$ cat config.mk
export PLATFORM = sky130hd
export DESIGN_NAME = acc_sequencer
export DESIGN_NICKNAME = d
export VERILOG_FILES = /design/src/rtl/acc_sequencer.sv
export SDC_FILE = /design/constraint.sdc
export NUM_CORES = 1
export LEC_CHECK = 0
export ABC_AREA = 1
export CAP_MARGIN = 20
export CORE_MARGIN = 5
export CORE_UTILIZATION = 55
export CTS_CLUSTER_SIZE = 20
export DETAILED_ROUTE_END_ITERATION = 7
export GPL_TIMING_DRIVEN = 0
export PLACE_DENSITY = 0.76
export SLEW_MARGIN = 20
export SYNTH_ARGS = -nofsm -noshare
export SYNTH_HDL_FRONTEND = slang
export SYNTH_SLANG_ARGS = --single-unit
$ cat constraint.sdc
create_clock -name clk -period 5.71 [get_ports clk]
set_clock_uncertainty 0.1 [all_clocks]
set_input_delay 0.571 -clock clk [delete_from_list [all_inputs] [get_ports clk]]
set_output_delay 0.571 -clock clk [all_outputs]
set_load 0.05 [all_outputs]
$ cat src/rtl/acc_sequencer.sv
// Fetch/execute sequencer for the 16-bit accumulator datapath.
// Two cycles per instruction: FETCH latches the ROM word, EXEC updates acc/flags/pc.
module acc_sequencer #(
    parameter int unsigned ADDR_W = 3,
    parameter int unsigned DATA_W = 16
) (
    input  logic              clk,
    input  logic              rst_n,
    input  logic              run,
    input  logic [DATA_W-1:0] rom_data,
    output logic [ADDR_W-1:0] rom_addr,
    output logic [DATA_W-1:0] acc,
    output logic              zero,
    output logic              carry,
    output logic              retire,
    output logic              halted
);

    typedef enum logic [1:0] {
        S_FETCH,
        S_EXEC,
        S_HALT
    } state_t;

    state_t              state_q, state_d;
    logic [ADDR_W-1:0]   pc_q, pc_d;
    logic [DATA_W-1:0]   acc_q, acc_d;
    logic [DATA_W-1:0]   instr_q, instr_d;
    logic                zero_q, zero_d;
    logic                carry_q, carry_d;
    logic                retire_q, retire_d;

    logic [7:0]          opcode;
    logic [DATA_W-1:0]   imm;
    logic [DATA_W:0]     sum;
    logic [DATA_W:0]     diff;
    logic                acc_wr;

    assign opcode = instr_q[DATA_W-1:8];
    assign imm    = {{(DATA_W-8){1'b0}}, instr_q[7:0]};
    assign sum    = {1'b0, acc_q} + {1'b0, imm};
    // Top bit of the widened difference is the borrow (acc < imm).
    assign diff   = {1'b0, acc_q} - {1'b0, imm};

    always_ff @(posedge clk or negedge rst_n) begin
        if (!rst_n) begin
            state_q  <= S_FETCH;
            pc_q     <= '0;
            acc_q    <= '0;
            instr_q  <= '0;
            zero_q   <= 1'b0;
            carry_q  <= 1'b0;
            retire_q <= 1'b0;
        end else begin
            state_q  <= state_d;
            pc_q     <= pc_d;
            acc_q    <= acc_d;
            instr_q  <= instr_d;
            zero_q   <= zero_d;
            carry_q  <= carry_d;
            retire_q <= retire_d;
        end
    end

    always_comb begin
        state_d  = state_q;
        pc_d     = pc_q;
        acc_d    = acc_q;
        instr_d  = instr_q;
        zero_d   = zero_q;
        carry_d  = carry_q;
        retire_d = 1'b0;
        acc_wr   = 1'b0;

        case (state_q)
            S_FETCH: begin
                if (run) begin
                    instr_d = rom_data;
                    state_d = S_EXEC;
                end
            end
            S_EXEC: begin
                retire_d = 1'b1;
                state_d  = S_FETCH;
                pc_d     = pc_q + ADDR_W'(1);
                case (opcode)
                    8'h00: begin
                        acc_d   = sum[DATA_W-1:0];
                        carry_d = sum[DATA_W];
                        acc_wr  = 1'b1;
                    end
                    8'h01: begin
                        acc_d   = diff[DATA_W-1:0];
                        carry_d = diff[DATA_W];
                        acc_wr  = 1'b1;
                    end
                    8'h02: begin
                        acc_d  = acc_q & imm;
                        acc_wr = 1'b1;
                    end
                    8'h03: begin
                        acc_d  = acc_q | imm;
                        acc_wr = 1'b1;
                    end
                    8'h04: begin
                        acc_d  = imm;
                        acc_wr = 1'b1;
                    end
                    8'h05: begin
                        acc_d  = acc_q << instr_q[3:0];
                        acc_wr = 1'b1;
                    end
                    8'h06: begin
                        acc_d  = acc_q >> instr_q[3:0];
                        acc_wr = 1'b1;
                    end
                    8'h07: pc_d = instr_q[ADDR_W-1:0];
                    8'hFF: begin
                        pc_d    = pc_q;
                        state_d = S_HALT;
                    end
                    default: ;
                endcase
                if (acc_wr) begin
                    zero_d = (acc_d == '0);
                end
            end
            S_HALT: ;
            default: state_d = S_FETCH;
        endcase
    end

    assign rom_addr = pc_q;
    assign acc      = acc_q;
    assign zero     = zero_q;
    assign carry    = carry_q;
    assign retire   = retire_q;
    assign halted   = (state_q == S_HALT);

endmodule

; ---- Yosys cells after proc, flatten, opt, wreduce, memory -nomap -nowiden
; Index checks and enable logic that the tools add are counted.
[totals]
reg_bits = 40
latchBits = 0
ram_bits = 0
mem_bits_ro = 0
in_bits = 19
output_inout_bits = 23
elab_cells = 47
n_memories = 0
[classes]
addsub = 3
multipliers = 0
div = 0
n_lt_le_gt_ge = 0
eq_ne = 11
shifts = 2
mux = 10
n_bitwise = 4
reduce_logical = 10
[op_table]
columns = cell, count
row1 = $pmux W16 S7, 1
row2 = $eq A8 B3 Y1 const B, 4
row3 = $add A16 B8 Y17, 1
row4 = $sub A16 B8 Y17, 1
row5 = $and A16 B8 Y16, 1
row6 = $eq A8 B2 Y1 const B, 2
row7 = $logic_not A16 Y1, 1
row8 = $mux W16, 1
row9 = $or A16 B8 Y16, 1
row10 = $shl A16 B4 Y16, 1
row11 = $shr A16 B4 Y16, 1
row12 = $reduce_and A2 Y1, 5
row13 = $eq A8 B1 Y1 const B, 1
row14 = $eq A8 B8 Y1 const B, 1
row15 = $logic_not A8 Y1, 1
row16 = $reduce_or A7 Y1, 1
row17 = $pmux W2 S3, 1
row18 = $pmux W3 S2, 1
row19 = $mux W2, 2
row20 = $add A3 B1 Y3 const B, 1
row21 = $mux W1, 3
row22 = $eq A2 B1 Y1 const B, 1
row23 = $eq A2 B2 Y1 const B, 1
row24 = $logic_not A2 Y1, 1
row25 = other kinds (4), 5

; ---- Longest topological paths before layout
[depth]
word_depth = 5
ltp_mapped = 20

; ---- Least setup slack after synthesis
; Ideal clock, no wire load.
[synth_path]
path_type = flip-flop to flip-flop
startpoint = register acc_q[0] (netlist: acc[0])
endpoint = register zero_q (netlist: zero)
t_arrival_ns = 2.471
setup_slack_ns = 3.072
stages_incl_launch_ff = 18
path_buffers = 0
synth_period_minus_slack_ns = 2.638
cell_sequence = dfrtp_1 -> ha_1 -> inv_1 -> fa_1 -> inv_1 -> nand2_1 -> nand2_1 -> nand3_1 -> nand2_1 -> nand2_1 -> nand3_1 -> nand2_1 -> nand3b_1 -> nor2_1 -> nand2_1 -> nor2_1 -> nand3_1 -> nand2_1
[synth_between]
elab_chain_len = 4
word_cells_on_any_way = 9
[synth_lines]
columns = element, line
row1 = start: declaration, 27  ; logic [DATA_W-1:0] acc_q, acc_d;
row2 = start signal: assignment, 49  ; acc_q <= '0;
row3 = start signal: assignment, 57  ; acc_q <= acc_d;
row4 = "$sub A16 B8 Y17, or another cell as far along", 43  ; assign diff = {1'b0, acc_q} - {1'b0, imm};
row5 = $pmux W16 S7 (*), 86  ; case (opcode)
row6 = $mux W16 (*), 75  ; case (state_q)
row7 = $logic_not A16 Y1 (*), 125  ; zero_d = (acc_d == '0);
row8 = end signal: assignment, 59  ; zero_q <= zero_d;
row9 = end: declaration, 29  ; logic zero_q, zero_d;
; Every way passes the cells marked *; elsewhere a longest branch is shown, timed or not. The select of a mux whose other input is x is not followed.
; A chain may end at the register's enable or synchronous reset.

; ---- Worst setup path after layout
[layout_path]
startpoint = register instr_q[2]
endpoint = register zero_q (netlist: zero)
[layout_between]
elab_chain_len = 4
word_cells_on_any_way = 9
[layout_lines]
columns = element, line
row1 = start: declaration, 28  ; logic [DATA_W-1:0] instr_q, instr_d;
row2 = start signal: assignment, 58  ; instr_q <= instr_d;
row3 = "$sub A16 B8 Y17, or another cell as far along", 43
row4 = $pmux W16 S7 (*), 86
row5 = $mux W16 (*), 75
row6 = $logic_not A16 Y1 (*), 125
; Marked as above.

==> metrics.cfg <==
[drt]
drt_pass1_iterations=7
drc=0
vias_per_cell=6.01
via_count=6473
first_iter_violations=733
wire_per_inst_um=17.7
finalWirelength_um=19100
detail-route-antenna-nets=0

[clock_network]
cts-buffers-inserted=5
clock_sinks=40
clock_latency_ps=310
cts.htree.levels=2
cts_buffer_depth=2
root_buffer=clkbuf_8
tritoncts=built
clk_pin_slew_ps=80
cts_hold_buf=0
postCtsSetupRepairBufs=0
postCtsResizedCells=0

[placement]
numPortBuffers=41
place_congestion=1.03
dp_hpwl_um=14900

[critical_path]
crit_required_ps=5850
cp_slowest_stage_delay_ps=430
critical_path_class=reg -> reg
critPathMaxFanout=11
reg2reg_from=instr_q[2]$_DFFE_PN0P_
startpoint=instr_q[2]$_DFFE_PN0P_
crit_slowest_cell=ha_1
cp_common_cell=nand2_1
rr_worst_depth=18
r2r-end=zero$_DFFE_PN0P_
crit_chain=buf_2, inv_2, buf_2, ha_1, inv_1, nand2_1, nand3_1, nand2_1, nand2_1, nand3_1, nand2_1, o21ai_0, nand2_1, nor2_1, nand2_1, nor2_1, nand3_1, nand2_1
start_kind=register
worstPathArrival_ps=3590
r2r_slack_ps=2260
endpoint_kind=register

[global_routing]
grt_util_all_layers_pct=33.7
grt_pass1_wl_um=30500
grt_max_degree=32
grt_pass1_vias=5970
grt-ovfl-total=0
antenna_found_initial=0

[floorplan]
rows=35
initial_core_util_pct=55.9
fp.dieW_um=107
die_height_um=107
io_pins=42
core_sq_um=9200
die-area_sq_um=11400

[power]
power.density_nw_per_um2=451
power_mw=2.62
p_leak_nw=3.02
worst_ir_drop_vdd_uv=343

[logic_synthesis]
synthFlopType=dfrtp_1
ys_ff_latch=40
synth_simple_gate_area_share_pct=52.2
yosysTopAreaCell=nand2_1
yosysWarnings=0
synthArstFlopShare_pct=100
syn_inst=916
syn_area_per_cell_sq_um=5.62
ys_top_cells_by_count=nand2_1, nand3_1, nor2_1
synth_top_family_by_area=simple AND/OR/NAND/NOR gates
synth_compound_area_share_pct=9.05
synth_fp_nets=963
netlist_top_cells_area=nand2_1, dfrtp_1, nand3_1
synth_most_common_cell=nand2_1
synth_top_area_share_pct=23.1
synthAdderAreaFrac_pct=7.10
synth_area_sq_um=5140
synth_enable_flop_cells=0
seq_area_frac_synth_pct=19.5
synth_mux_area_share_pct=0.219
synth-xor-area-share_pct=0.341
yosysUniqueCellTypes=41

[sta]
rsz0062_at_grt=no
slew_headroom_pct=53.7
report.final.hold_viol_count=0
fin_crit_sh_pct=60.4
tightestPinTransition_ps=694
period_needed_ps=3450
fmax_mhz=290
setup_viol_count_final=0
fin_setup_tns_ps=0
drv_slew=0

[finish]
nFillCells=886
multiInputGateArea_sq_um=3550
final-seq-area_sq_um=1000
area_growth_pct=13.1
drive_above_1_share_pct=6.83
antennaDiodeCount=0
nNetsFinal=1012

[min_path]
hold_class=in -> async

[outcome]
status=finished clean

[job]
maxCapViolCount=0

routing by layer:
layer | vias to the layer above | share of wire, % | track usage (%)
li1 | 3042 | - | -
met1 | 2898 | 39 | 44.9
met2 | 450 | 44 | 53.8
met3 | 83 | 12 | 5.18
met4 | 0 | 4.8 | 15.0
met5 | - | 0 | 0
kinds of logic (layout without fill, tap and decap cells):
kind of cell / count (synthesis) / count (layout)
and+or+nand+nor: 623 / 623
buffers and inverters: 139 / 189
AOI/OAI and AO/OA: 83 / 83
DFF: 40 / 40
adders and majority gates: 28 / 28
xor gates and xnor gates: 2 / 2
muxes: 1 / 1
stage by stage:
step	setup WS, ps	instance area (sq um)	hold WS [ps]	utilization (%)	instances
6_report	2260	5820	38.3	63.2	1077
3_5_place_dp	2480	5710	370	62.1	1069
5_1_grt	2140	5820	53.2	63.2	1077
2_1_floorplan	3070	5140	175	-	916
4_1_cts	2440	5820	49.2	63.2	1077
3_3_place_gp	2490	5690	392	61.9	1068
worst max-delay path, delay by kind of cell, from the launching register on:
family                     cells  cell delay (ps)
DFF                            1              370
buffers and inverters          4              770
AOI/OAI and AO/OA              1              210
adders and majority gates      1              430
and+or+nand+nor               12             1500
area by class of cell:
class | instances | share of cell area, %
Clock inverter | 2 | 0.602
Timing Repair Buffer | 42 | 7.31
Buffer | 36 | 3.57
Clock buffer | 6 | 1.25
Inverter | 103 | 6.69
Sequential cell | 40 | 17.2
Multi-Input combinational cell | 737 | 61.0
Tap cell | 111 | 2.39
layout by cell type (no fill, tap or decap), types with 12 or more instances in the layout:
cell and n:
a21oi_1 23, buf_2 12, clkbuf_1 12, clkdlybuf4s50_1 40, dfrtp_1 40, ha_1 26
inv_1 91, nand2_1 316, nand3_1 166, nor2_1 98, o21ai_0 44
registers in the layout (all words and copies together) (netlist names):
signal and count:
acc 16, instr_q 16, rom_addr 3, state_q 2, carry 1, retire 1
zero 1
power by group:
part	switching (mW)	internal (mW)	total, mW
Sequential	0.139	0.358	0.497
Combinational	1.30	0.576	1.88
Clock	0.115	0.130	0.245
Total	1.56	1.06	2.62
how the worst max path moves through the flow:
stage / depth (start not counted) / end
floorplan: 17 / zero$_DFFE_PN0P_
global placement: 19 / zero$_DFFE_PN0P_
detailed placement: 19 / zero$_DFFE_PN0P_
CTS: 18 / zero$_DFFE_PN0P_
global route: 19 / zero$_DFFE_PN0P_
finish: 18 / zero$_DFFE_PN0P_
No activity file was read; power rests on OpenSTA's default activity.
